File: src/rtl/alt_vipvfr131_common_stream_arbiter.sv
// Frame-boundary arbiter: two Avalon-ST video sources share one registered output.
// Optional ARB_DROP_STATS_EN adds saturating per-source counters of discarded stray beats.
`timescale 1ns/1ps
module alt_vipvfr131_common_stream_arbiter #(
  parameter int DATA_WIDTH = 10
) (
  input  logic                  clk,
  input  logic                  rst,
  input  logic                  in0_valid,
  output logic                  in0_ready,
  input  logic [DATA_WIDTH-1:0] in0_data,
  input  logic                  in0_sop,
  input  logic                  in0_eop,
  input  logic                  in1_valid,
  output logic                  in1_ready,
  input  logic [DATA_WIDTH-1:0] in1_data,
  input  logic                  in1_sop,
  input  logic                  in1_eop,
  input  logic                  dout_ready,
  output logic                  dout_valid,
  output logic [DATA_WIDTH-1:0] dout_data,
  output logic                  dout_sop,
  output logic                  dout_eop,
  input  logic                  enable,
  output logic                  grant_src,
  output logic                  synced,
  output logic [15:0]           drop_cnt0,
  output logic [15:0]           drop_cnt1
);
  typedef enum logic {IDLE, GRANT} state_t;

  state_t                state, state_nxt;
  logic                  rr_ptr, rr_nxt, grant_nxt, img_pkt, img_nxt, win;
  logic [1:0]            v, s, rdy, stray, req;
  logic [DATA_WIDTH-1:0] d_sel;
  logic                  sop_sel, eop_sel, acc, img_now;

  assign v   = {in1_valid, in0_valid};
  assign s   = {in1_sop, in0_sop};
  assign req = v & s;

  assign d_sel   = grant_src ? in1_data : in0_data;
  assign sop_sel = grant_src ? in1_sop  : in0_sop;
  assign eop_sel = grant_src ? in1_eop  : in0_eop;

  always_ff @(posedge clk or posedge rst)
    if (rst) begin
      state     <= IDLE;
      rr_ptr    <= 1'b0;
      grant_src <= 1'b0;
      img_pkt   <= 1'b0;
    end else begin
      state     <= state_nxt;
      rr_ptr    <= rr_nxt;
      grant_src <= grant_nxt;
      img_pkt   <= img_nxt;
    end

  always_comb begin
    state_nxt = state;
    rr_nxt    = rr_ptr;
    grant_nxt = grant_src;
    img_nxt   = img_pkt;
    rdy       = '0;
    stray     = '0;
    acc       = 1'b0;
    win       = 1'b0;
    // a sop beat decides the packet type itself, so single-beat image packets end the frame
    img_now   = sop_sel ? (d_sel[3:0] == 4'd0) : img_pkt;
    case (state)
      IDLE: begin
        stray = rst ? 2'b00 : (v & ~s);
        rdy   = stray;
        if (enable && |req) begin
          win       = (&req) ? rr_ptr : req[1];
          grant_nxt = win;
          state_nxt = GRANT;
        end
      end
      GRANT: begin
        rdy[grant_src] = ~dout_valid | dout_ready;
        acc            = v[grant_src] & rdy[grant_src];
        if (acc) begin
          img_nxt = eop_sel ? 1'b0 : img_now;
          if (eop_sel && img_now) begin
            state_nxt = IDLE;
            rr_nxt    = ~grant_src;
          end
        end
      end
      default: state_nxt = IDLE;
    endcase
  end

  assign in0_ready = rdy[0];
  assign in1_ready = rdy[1];

  always_ff @(posedge clk or posedge rst)
    if (rst) begin
      dout_valid <= 1'b0;
      dout_data  <= '0;
      dout_sop   <= 1'b0;
      dout_eop   <= 1'b0;
    end else if (acc) begin
      dout_valid <= 1'b1;
      dout_data  <= d_sel;
      dout_sop   <= sop_sel;
      dout_eop   <= eop_sel;
    end else if (dout_ready) begin
      dout_valid <= 1'b0;
    end

  assign synced = (state == IDLE) && !dout_valid;

`ifdef ARB_DROP_STATS_EN
  logic [1:0][15:0] drop_cnt;

  always_ff @(posedge clk or posedge rst)
    if (rst) drop_cnt <= '0;
    else
      for (int i = 0; i < 2; i++)
        if (stray[i] && drop_cnt[i] != 16'hFFFF) drop_cnt[i] <= drop_cnt[i] + 16'd1;

  assign drop_cnt0 = drop_cnt[0];
  assign drop_cnt1 = drop_cnt[1];
`else
  assign drop_cnt0 = 16'd0;
  assign drop_cnt1 = 16'd0;
`endif
endmodule

File: config.mk
export PLATFORM = sky130hd
export DESIGN_NAME = alt_vipvfr131_common_stream_arbiter
export DESIGN_NICKNAME = d
export VERILOG_FILES = /design/src/rtl/alt_vipvfr131_common_stream_arbiter.sv
export SDC_FILE = /design/constraint.sdc
export NUM_CORES = 1
export LEC_CHECK = 0
export ABC_AREA = 0
export BUFFER_PORTS_ARGS = -buffer_cell sky130_fd_sc_hd__buf_2
export CAP_MARGIN = 20
export CORE_MARGIN = 2
export CORE_UTILIZATION = 30
export CTS_BUF_LIST = sky130_fd_sc_hd__clkbuf_4 sky130_fd_sc_hd__clkbuf_8 sky130_fd_sc_hd__clkbuf_16
export CTS_CLUSTER_SIZE = 14
export DETAILED_ROUTE_END_ITERATION = 10
export HOLD_SLACK_MARGIN = 0.06
export PLACE_DENSITY = 0.64
export SLEW_MARGIN = 20
export SYNTH_ARGS = -nofsm -noshare
export SYNTH_HDL_FRONTEND = slang
export SYNTH_SLANG_ARGS = --single-unit
File: constraint.sdc
create_clock -name clk -period 5 [get_ports clk]
set_clock_uncertainty 0.05 [all_clocks]
set_input_delay 1.25 -clock clk [delete_from_list [all_inputs] [get_ports clk]]
set_output_delay 1.25 -clock clk [all_outputs]
set_load 0.005 [all_outputs]
==> results of run 1 <==
## metrics by stage
step	worst slack [ps]	cell area (µm²)	hold WS, ps
3_5_place_dp	1790	1320	417
4_1_cts	1790	1370	432
2_1_floorplan	2040	1290	423
3_3_place_gp	1800	1320	411
6_report	1780	1370	426
5_1_grt	1750	1370	446
## worst max-delay path, cell delays in order
cell and delay, ps:
buf_2 120, inv_1 40, o41ai_1 340, buf_2 170
## registers in the layout, indices dropped and copies added, names as in the netlist
| register | flops |
|---|---|
| dout_data | 10 |
| dout_eop | 1 |
| dout_sop | 1 |
| dout_valid | 1 |
| grant_src | 1 |
| img_pkt | 1 |
| rr_ptr | 1 |
| state | 1 |
## synthesized netlist by cell type (2+ instances only)
library cell and count:
nand3_1 2, nor2_1 2, a211o_1 2, mux2i_1 11, nor2b_1 2, mux2_2 2
o21ai_0 12, buf_4 32, buf_2 3, nand2_1 16, inv_1 5, dfrtp_1 17
a21oi_1 3
## final cells by class
type	instances	area (µm²)
Clock inverter	1	5.00
Inverter	5	18.8
Sequential cell	17	425
Fill cell	405	2350
Multi-Input combinational cell	98	578
Clock buffer	3	41.3
Tap cell	48	60.1
Timing Repair Buffer	47	238
## kinds of logic (layout without fill, tap and decap cells)
| logic type | after synthesis | count (layout) | synth area share [%] |
|---|---|---|---|
| other | 1 | 32 | 0.319 |
| buffers and inverters | 42 | 56 | 24.6 |
| AO/OA/AOI/OAI | 25 | 25 | 14.0 |
| AND/OR/NAND/NOR | 27 | 27 | 12.7 |
| multiplexers | 14 | 14 | 12.2 |
| flip-flops | 17 | 17 | 36.2 |
## cell usage in the layout, fill, tap and decap left out, drive strengths merged
cell type,instances
nand2,16
o41ai,1
a41oi,1
o31ai,1
inv,5
nand3,2
o32ai,1
mux2i,11
a21oi,3
nor4,1
nor3b,1
dfrtp,17
nand2b,1
nor2b,2
a22o,1
a2111oi,1
clkbuf,3
buf,47
mux2,3
conb,32
o21ai,12
and3b,1
a211o,2
nor4b,1
o22ai,1
nor2,2
a311oi,1
clkinv,1
## routing by layer
| layer | vias up | wire length, µm |
|---|---|---|
| met5 | - | 0 |
| met4 | 0 | 6 |
| met3 | 2 | 195 |
| met2 | 40 | 1080 |
| met1 | 426 | 1030 |
| li1 | 459 | - |
## power by group through the flow
stage          Clock [mW]  Combinational [mW]  Sequential (mW)
2_1_floorplan           0               0.186            0.233
3_3_place_gp            0               0.240            0.259
3_5_place_dp            0               0.241            0.262
4_1_cts             0.107               0.241            0.259
5_1_grt             0.110               0.271            0.268
6_report            0.102               0.235            0.256
## path summary, 6_finish.rpt
kind                               from            to  slack [ps]  cells after the start
max                           in1_valid     in1_ready        1780                      4
min                        dout_data[4]  dout_data[4]         430                      2
max reg2reg                   grant_src        rr_ptr        2590                      4
min reg2reg                dout_data[4]  dout_data[4]         430                      2
max in group asynchronous           rst      dout_sop        3420                      2
min in group asynchronous           rst     grant_src        1050                      2
==> flow_metrics.env, run 1 <==
export IMPL_layout_nets=202
export IMPL_ys_flop_type="dfrtp_1"
export IMPL_rsz0062_at_grt="false"
export IMPL_final_util_pct=36.8
export IMPL_vias=927
export IMPL_die_w_um=66.6
export IMPL_place_gp_congestion=0.843
export IMPL_max_slew_margin_rel_pct=32.2
export IMPL_fin_crit_ps=3220
export IMPL_maxSlewViolCount=0
export IMPL_maxCapViolCount=0
export IMPL_drtIter0Drc=24
export IMPL_grt_pass1_vias=771
export IMPL_clock_latency_ps=250
export IMPL_ant_nets=0
export IMPL_drive_gt1_share_pct=32.7
export IMPL_cts_tree="yes"
export IMPL_io_buffers=46
export IMPL_worst_pin_slew_ps=1020
export IMPL_worst_path_max_fanout=5
export IMPL_path_clk_slew_ps=70
export IMPL_cts_path_max_buffers=2
export IMPL_synth_top_area_share_pct=36.2
export IMPL_ys_ff_latch=17
export IMPL_synthCells=126
export IMPL_syn_to_final_growth_pct=16.2
export IMPL_syn_avg_cell_area_um2=9.33
export IMPL_cts_buffers=3
export IMPL_synthTopCellsByArea="dfrtp_1, buf_4, mux2i_1"
export IMPL_combPwrFrac_pct=39.6
export IMPL_worstPathArrival_ps=1920
export IMPL_hold_path_class="flop to flop"
export IMPL_status="complete, no violations"
export IMPL_postCtsSetupRepairBufs=0
export IMPL_die_h_um=66.6
export IMPL_grt_util_met1_pct=13.5
export IMPL_drt_pre_antenna_iters=4
export IMPL_finalSetupViolCount=0
export IMPL_antenna_found_initial=0
export IMPL_crit_path_end_kind="primary output"
export IMPL_synth_edf_count=0
export IMPL_ir_drop_mv=0.183
export IMPL_cts_hold_buf=0
export IMPL_grt_max_degree=24
export IMPL_routedWlPerCell_um=10.6
export IMPL_die_area_mm2=0.00444
export IMPL_p_int_mw=0.374
export IMPL_power_mw=0.593
export IMPL_path_class="input port to primary output"
export IMPL_cts_root_buf="clkbuf_8"
export IMPL_cellPowerDensity_mw_per_mm2=434
export IMPL_layout_cells_non_filler=219
export IMPL_p_leak_nw=0.733
export IMPL_p_switching_mw=0.218
export IMPL_async_flop_share_pct=100
export IMPL_cts_resized=0
export IMPL_pwr_share_seq_pct=43.2
export IMPL_grt_first_pass_wirelength_um=3510
export IMPL_grt_ovfl_total=0
export IMPL_met3_usage_pct=3.89
export IMPL_start_kind="input port"
export IMPL_synth_largest_area_cell="dfrtp_1"
export IMPL_post_place_cells=215
export IMPL_grt_usage_pct=10.5
export IMPL_core_rowCount=22
export IMPL_ys_types=30
export IMPL_yosysWarnings=0
export IMPL_htreeDepth=1
export IMPL_fmax_mhz=310
export IMPL_grt_busiest_layer="met2"
export IMPL_hold_viol=0
export IMPL_min_period_over_period_pct=64.4
export IMPL_routed_wl_um=2310
export IMPL_start_util_pct=31.6
export IMPL_grtUsageMet2_pct=16.5
export IMPL_swShare_pct=36.9
export IMPL_crit_required_ps=3700
export IMPL_io_pins=79
export IMPL_dp_hpwl_um=1830
export IMPL_n_antenna_cell=0
export IMPL_routed_via_density=4.23
export IMPL_core_mm2=0.00372
export IMPL_clock_sinks=17
export IMPL_ys_seq_area_share_pct=36.2
export IMPL_netlist_area_mm2=0.00118
export IMPL_p_clk_share_pct=17.2
export IMPL_drc=0
export IMPL_setup_tns_ps=0
No activity file was read; power rests on OpenSTA's default activity.
==> run 2, diff against run 1 <==
==> constraint.sdc (replaced) <==
create_clock -name clk -period 3.35 [get_ports clk]
set_clock_uncertainty 0.05 [all_clocks]
set_input_delay 0.8375 -clock clk [delete_from_list [all_inputs] [get_ports clk]]
set_output_delay 0.8375 -clock clk [all_outputs]
set_load 0.005 [all_outputs]
==> run 2 against run 1 <==
Net effect:
- setup slack lost 800 ps
- wire length up 0.52%
- design area rose by 0.55%
- hold slack about the same
- first-iteration DRC count grew 50%
- global-route usage hardly changed
- sequential power increased by 32%
- non-clock buffer count is 1 higher
- combinational power is 71% higher
- critical endpoint unchanged
- highest routed layer unchanged
==> flow_metrics.env, run 2 (synthesis gave the netlist of run 1 again) <==
export IMPL_status="complete, no violations"
export IMPL_fillers=414
export IMPL_drtIter0Drc=36
export IMPL_r2r_cells=5
export IMPL_worstPathArrival_ps=1490
export IMPL_die_w_um=66.6
export IMPL_worst_pin_slew_ps=655
export IMPL_hp_start="dout_data[7]"
export IMPL_slowest_stage="o41ai_1"
export IMPL_cts_hold_buf=0
export IMPL_vias=919
export IMPL_clock_sinks=17
export IMPL_die_area_mm2=0.00444
export IMPL_clock_latency_ps=250
export IMPL_multi_input_area_um2=578
export IMPL_routed_wl_um=2330
export IMPL_combPwrFrac_pct=45.1
export IMPL_cts_path_max_buffers=2
export IMPL_maxCapViolCount=0
export IMPL_largest_register_ffs=10
export IMPL_grt_util_met1_pct=13.1
export IMPL_rsz0062_at_grt="false"
export IMPL_layout_nets=203
export IMPL_crit_chain="buf_2, inv_1, o41ai_1, buf_2"
export IMPL_grt_pass1_vias=773
export IMPL_grt_busiest_layer="met2"
export IMPL_grt_max_degree=19
export IMPL_grt_usage_pct=10.6
export IMPL_htreeDepth=1
export IMPL_core_rowCount=22
export IMPL_antenna_found_initial=0
export IMPL_io_buffers=46
export IMPL_max_slew_margin_rel_pct=56.3
export IMPL_n_antenna_cell=0
export IMPL_drive_gt1_share_pct=33.1
export IMPL_crit_path_frequent_cell="buf_2"
export IMPL_die_h_um=66.6
export IMPL_met3_usage_pct=4.22
export IMPL_grtUsageMet2_pct=17.1
export IMPL_swShare_pct=37.0
export IMPL_grt_first_pass_wirelength_um=3550
export IMPL_final_util_pct=37.0
export IMPL_pwr_share_seq_pct=38.0
export IMPL_p_clk_share_pct=16.9
export IMPL_cp_buffers_inverters=3
export IMPL_p_switching_mw=0.330
export IMPL_fin_crit_ps=2370
export IMPL_regToRegEndpoint="rr_ptr"
export IMPL_start_kind="input port"
export IMPL_routed_via_density=4.18
export IMPL_cts_tree="yes"
export IMPL_power_mw=0.893
export IMPL_drt_pre_antenna_iters=3
export IMPL_crit_required_ps=2460
export IMPL_grt_ovfl_total=0
export IMPL_min_period_over_period_pct=70.9
export IMPL_crit_family="buffers and inverters"
export IMPL_maxSlewViolCount=0
export IMPL_hold_path_class="flop to flop"
export IMPL_p_leak_nw=0.738
export IMPL_r2r_start="grant_src"
export IMPL_setup_tns_ps=0
export IMPL_core_mm2=0.00372
export IMPL_cts_root_buf="clkbuf_8"
export IMPL_postCtsSetupRepairBufs=0
export IMPL_p_int_mw=0.563
export IMPL_path_clk_slew_ps=60
export IMPL_hold_viol=0
export IMPL_hold_ws_ps=426
export IMPL_dp_hpwl_um=1820
export IMPL_syn_to_final_growth_pct=16.8
export IMPL_slowest_delay_ps=320
export IMPL_cellPowerDensity_mw_per_mm2=650
export IMPL_r2r_slack_ps=1350
export IMPL_final_common_cell="buf_2"
export IMPL_io_pins=79
export IMPL_regMostFlops="dout_data"
export IMPL_path_class="input port to primary output"
export IMPL_ant_nets=0
export IMPL_crit_path_end_kind="primary output"
export IMPL_layout_common_cells="buf_2, conb_1, dfrtp_1"
export IMPL_hold_end="dout_data[7]"
export IMPL_drc=0
export IMPL_cts_buffers=3
export IMPL_cts_resized=0
export IMPL_place_gp_congestion=0.888
export IMPL_holdPathStages=2
export IMPL_ir_drop_mv=0.260
export IMPL_routedWlPerCell_um=10.6
export IMPL_finalSetupViolCount=0
export IMPL_worst_path_max_fanout=5
export IMPL_fmax_mhz=421
export IMPL_start_util_pct=31.6
export IMPL_register_area_um2=425
run 2: changes by cell type in the layout (fill, tap and decap cells not counted), sizes merged:
cell  change
buf       +1
run 2: layout make-up:
| cell class | instances | area share [%] |
|---|---|---|
| Sequential cell | 17 | 31.0 |
| Inverter | 5 | 1.37 |
| Clock buffer | 3 | 3.01 |
| Multi-Input combinational cell | 98 | 42.1 |
| Clock inverter | 1 | 0.364 |
| Timing Repair Buffer | 48 | 17.9 |
| Tap cell | 48 | 4.37 |
run 2: worst max path at each step:
stage          cells past startpoint        end  slack [ps]       from
2_1_floorplan                      2  in1_ready        1210  in1_valid
3_3_place_gp                       4  in1_ready         970  in1_valid
3_5_place_dp                       4  in1_ready         970  in1_valid
4_1_cts                            4  in1_ready         970  in1_valid
5_1_grt                            4  in1_ready         920  in1_valid
6_report                           4  in1_ready         980  in1_valid
run 2: metrics by stage:
step                      instances  setup slack, ps  area [µm²]
after global routing            220              916        1370
final                           220              975        1370
after floorplan                 157             1210        1290
after detailed placement        216              968        1330
after CTS                       220              965        1370
after global placement          216              974        1330
run 2: tightest hold or removal path: cells and delay by family (launching register included):
| family | cells | cell delay [ps] |
|---|---|---|
| flops | 1 | 340 |
| compound gates | 1 | 60 |
| simple gates | 1 | 40 |
run 2: power groups by stage:
stage | clock network (mW) | logic, mW | registers (mW)
after global routing | 0.165 | 0.457 | 0.349
after detailed placement | 0 | 0.412 | 0.344
after floorplan | 0 | 0.278 | 0.348
after CTS | 0.157 | 0.413 | 0.340
after global placement | 0 | 0.409 | 0.342
final | 0.151 | 0.403 | 0.339
run 2: metal layers:
layer	vias up	share of wire [%]
met5	-	0
met4	0	0.64
met3	2	9.7
met2	42	47
met1	415	43
li1	460	-
==> run 3, diff against run 2 <==
==> constraint.sdc (replaced) <==
create_clock -name clk -period 2.4 [get_ports clk]
set_clock_uncertainty 0.05 [all_clocks]
set_input_delay 0.6 -clock clk [delete_from_list [all_inputs] [get_ports clk]]
set_output_delay 0.6 -clock clk [all_outputs]
set_load 0.005 [all_outputs]
==> run 3 against run 2 <==
Net effect:
- critical path depth unchanged
- utilization grew 0.40 points
- hold slack got worse by 21 ps
- design area increased by 1.1%
- register-to-register slack worse by 830 ps
- non-clock buffer count up 2
- power is 42% higher
- largest cell class unchanged
- sequential power is 46% higher
- count of clock-buffer cells in the layout stayed put
- wire length grew 1.4%
==> flow_metrics.env, run 3 (synthesis gave the netlist of run 1 again) <==
export IMPL_status="complete, no violations"
export IMPL_syn_to_final_growth_pct=18.1
export IMPL_cellPowerDensity_mw_per_mm2=915
export IMPL_grt_util_met1_pct=13.2
export IMPL_clock_latency_ps=240
export IMPL_clock_sinks=17
export IMPL_grt_busiest_layer="met2"
export IMPL_routed_via_density=4.12
export IMPL_min_period_over_period_pct=78.8
export IMPL_layout_common_cells="buf_2, conb_1, dfrtp_1"
export IMPL_fin_crit_ps=1890
export IMPL_cts_path_max_buffers=2
export IMPL_met3_usage_pct=3.72
export IMPL_core_mm2=0.00372
export IMPL_start_kind="input port"
export IMPL_drc=0
export IMPL_final_util_pct=37.4
export IMPL_layout_nets=205
export IMPL_fmax_mhz=529
export IMPL_cts_tree="yes"
export IMPL_antenna_found_initial=0
export IMPL_grtUsageMet2_pct=19.3
export IMPL_die_w_um=66.6
export IMPL_htreeDepth=1
export IMPL_swShare_pct=36.6
export IMPL_grt_pass1_vias=863
export IMPL_worstPathArrival_ps=1240
export IMPL_hold_viol=0
export IMPL_slowest_delay_ps=310
export IMPL_regMostFlops="dout_data"
export IMPL_postCtsSetupRepairBufs=0
export IMPL_hold_path_class="input port to async pin"
export IMPL_crit_required_ps=1750
export IMPL_power_mw=1.27
export IMPL_pwr_share_seq_pct=39.0
export IMPL_vias=914
export IMPL_dp_hpwl_um=1960
export IMPL_place_gp_congestion=0.854
export IMPL_drive_gt1_share_pct=33.9
export IMPL_cts_hold_buf=0
export IMPL_layout_cells_non_filler=222
export IMPL_finalSetupViolCount=0
export IMPL_drt_pre_antenna_iters=4
export IMPL_rsz0062_at_grt="false"
export IMPL_max_slew_margin_rel_pct=56.1
export IMPL_crit_chain="buf_2, inv_1, o41ai_1, buf_2"
export IMPL_p_clk_share_pct=16.4
export IMPL_cts_root_buf="clkbuf_8"
export IMPL_p_leak_nw=0.748
export IMPL_place_ws_ps=475
export IMPL_die_h_um=66.6
export IMPL_final_common_cell="buf_2"
export IMPL_p_int_mw=0.805
export IMPL_cp_buffers_inverters=3
export IMPL_drtIter0Drc=40
export IMPL_grt_usage_pct=11.2
export IMPL_core_rowCount=22
export IMPL_routedWlPerCell_um=10.6
export IMPL_crit_path_end_kind="primary output"
export IMPL_cts_buffers=3
export IMPL_largest_register_ffs=10
export IMPL_slowest_stage="o41ai_1"
export IMPL_dpl_cell_area_mm2=0.00134
export IMPL_worst_pin_slew_ps=658
export IMPL_grt_first_pass_wirelength_um=3780
export IMPL_p_switching_mw=0.466
export IMPL_n_antenna_cell=0
export IMPL_grt_max_degree=20
export IMPL_path_clk_slew_ps=70
export IMPL_maxSlewViolCount=0
export IMPL_routed_wl_um=2360
export IMPL_grt_ovfl_total=0
export IMPL_combPwrFrac_pct=44.6
export IMPL_cts_resized=0
export IMPL_io_pins=79
export IMPL_worst_path_max_fanout=5
export IMPL_post_place_cells=218
export IMPL_die_area_mm2=0.00444
export IMPL_maxCapViolCount=0
export IMPL_design_area_mm2=0.00139
export IMPL_crit_path_frequent_cell="buf_2"
export IMPL_fillers=406
export IMPL_fin_ws_ps=509
export IMPL_start_util_pct=31.6
export IMPL_crit_family="buffers and inverters"
export IMPL_ir_drop_mv=0.252
export IMPL_io_buffers=46
export IMPL_ant_nets=0
export IMPL_path_class="input port to primary output"
export IMPL_setup_tns_ps=0
export IMPL_hold_ws_ps=405
-- run 3: routing by layer --
layer,part of all wire (%),up-vias
li1,-,463
met1,42,411
met2,47,38
met3,11,2
met4,0.59,0
met5,0,-
-- run 3: cell type report --
cell class / count / area (µm²) / share of cell area (%)
Multi-Input combinational cell: 98 / 578 / 41.6
Sequential cell: 17 / 425 / 30.6
Timing Repair Buffer: 50 / 260 / 18.7
Tap cell: 48 / 60.1 / 4.32
Clock buffer: 3 / 41.3 / 2.97
Inverter: 5 / 18.8 / 1.35
Clock inverter: 1 / 5.00 / 0.360
-- run 3: power groups by stage --
stage | clock, mW | combinational [mW] | sequential (mW)
2_1_floorplan | 0 | 0.388 | 0.486
3_3_place_gp | 0 | 0.571 | 0.504
3_5_place_dp | 0 | 0.578 | 0.504
4_1_cts | 0.221 | 0.580 | 0.498
5_1_grt | 0.237 | 0.644 | 0.515
6_report | 0.208 | 0.567 | 0.495
-- run 3: path summary, 6_finish.rpt --
kind / start / endpoint / slack [ps] / depth (start not counted)
setup / recovery: in1_valid / in1_ready / 510 / 4
min in group clk: dout_data[9] / dout_data[9] / 430 / 2
max in group asynchronous: rst / dout_data[7] / 1470 / 2
hold reg to reg: dout_data[9] / dout_data[9] / 430 / 2
hold / removal: rst / grant_src / 400 / 2
setup reg to reg: grant_src / img_pkt / 520 / 5
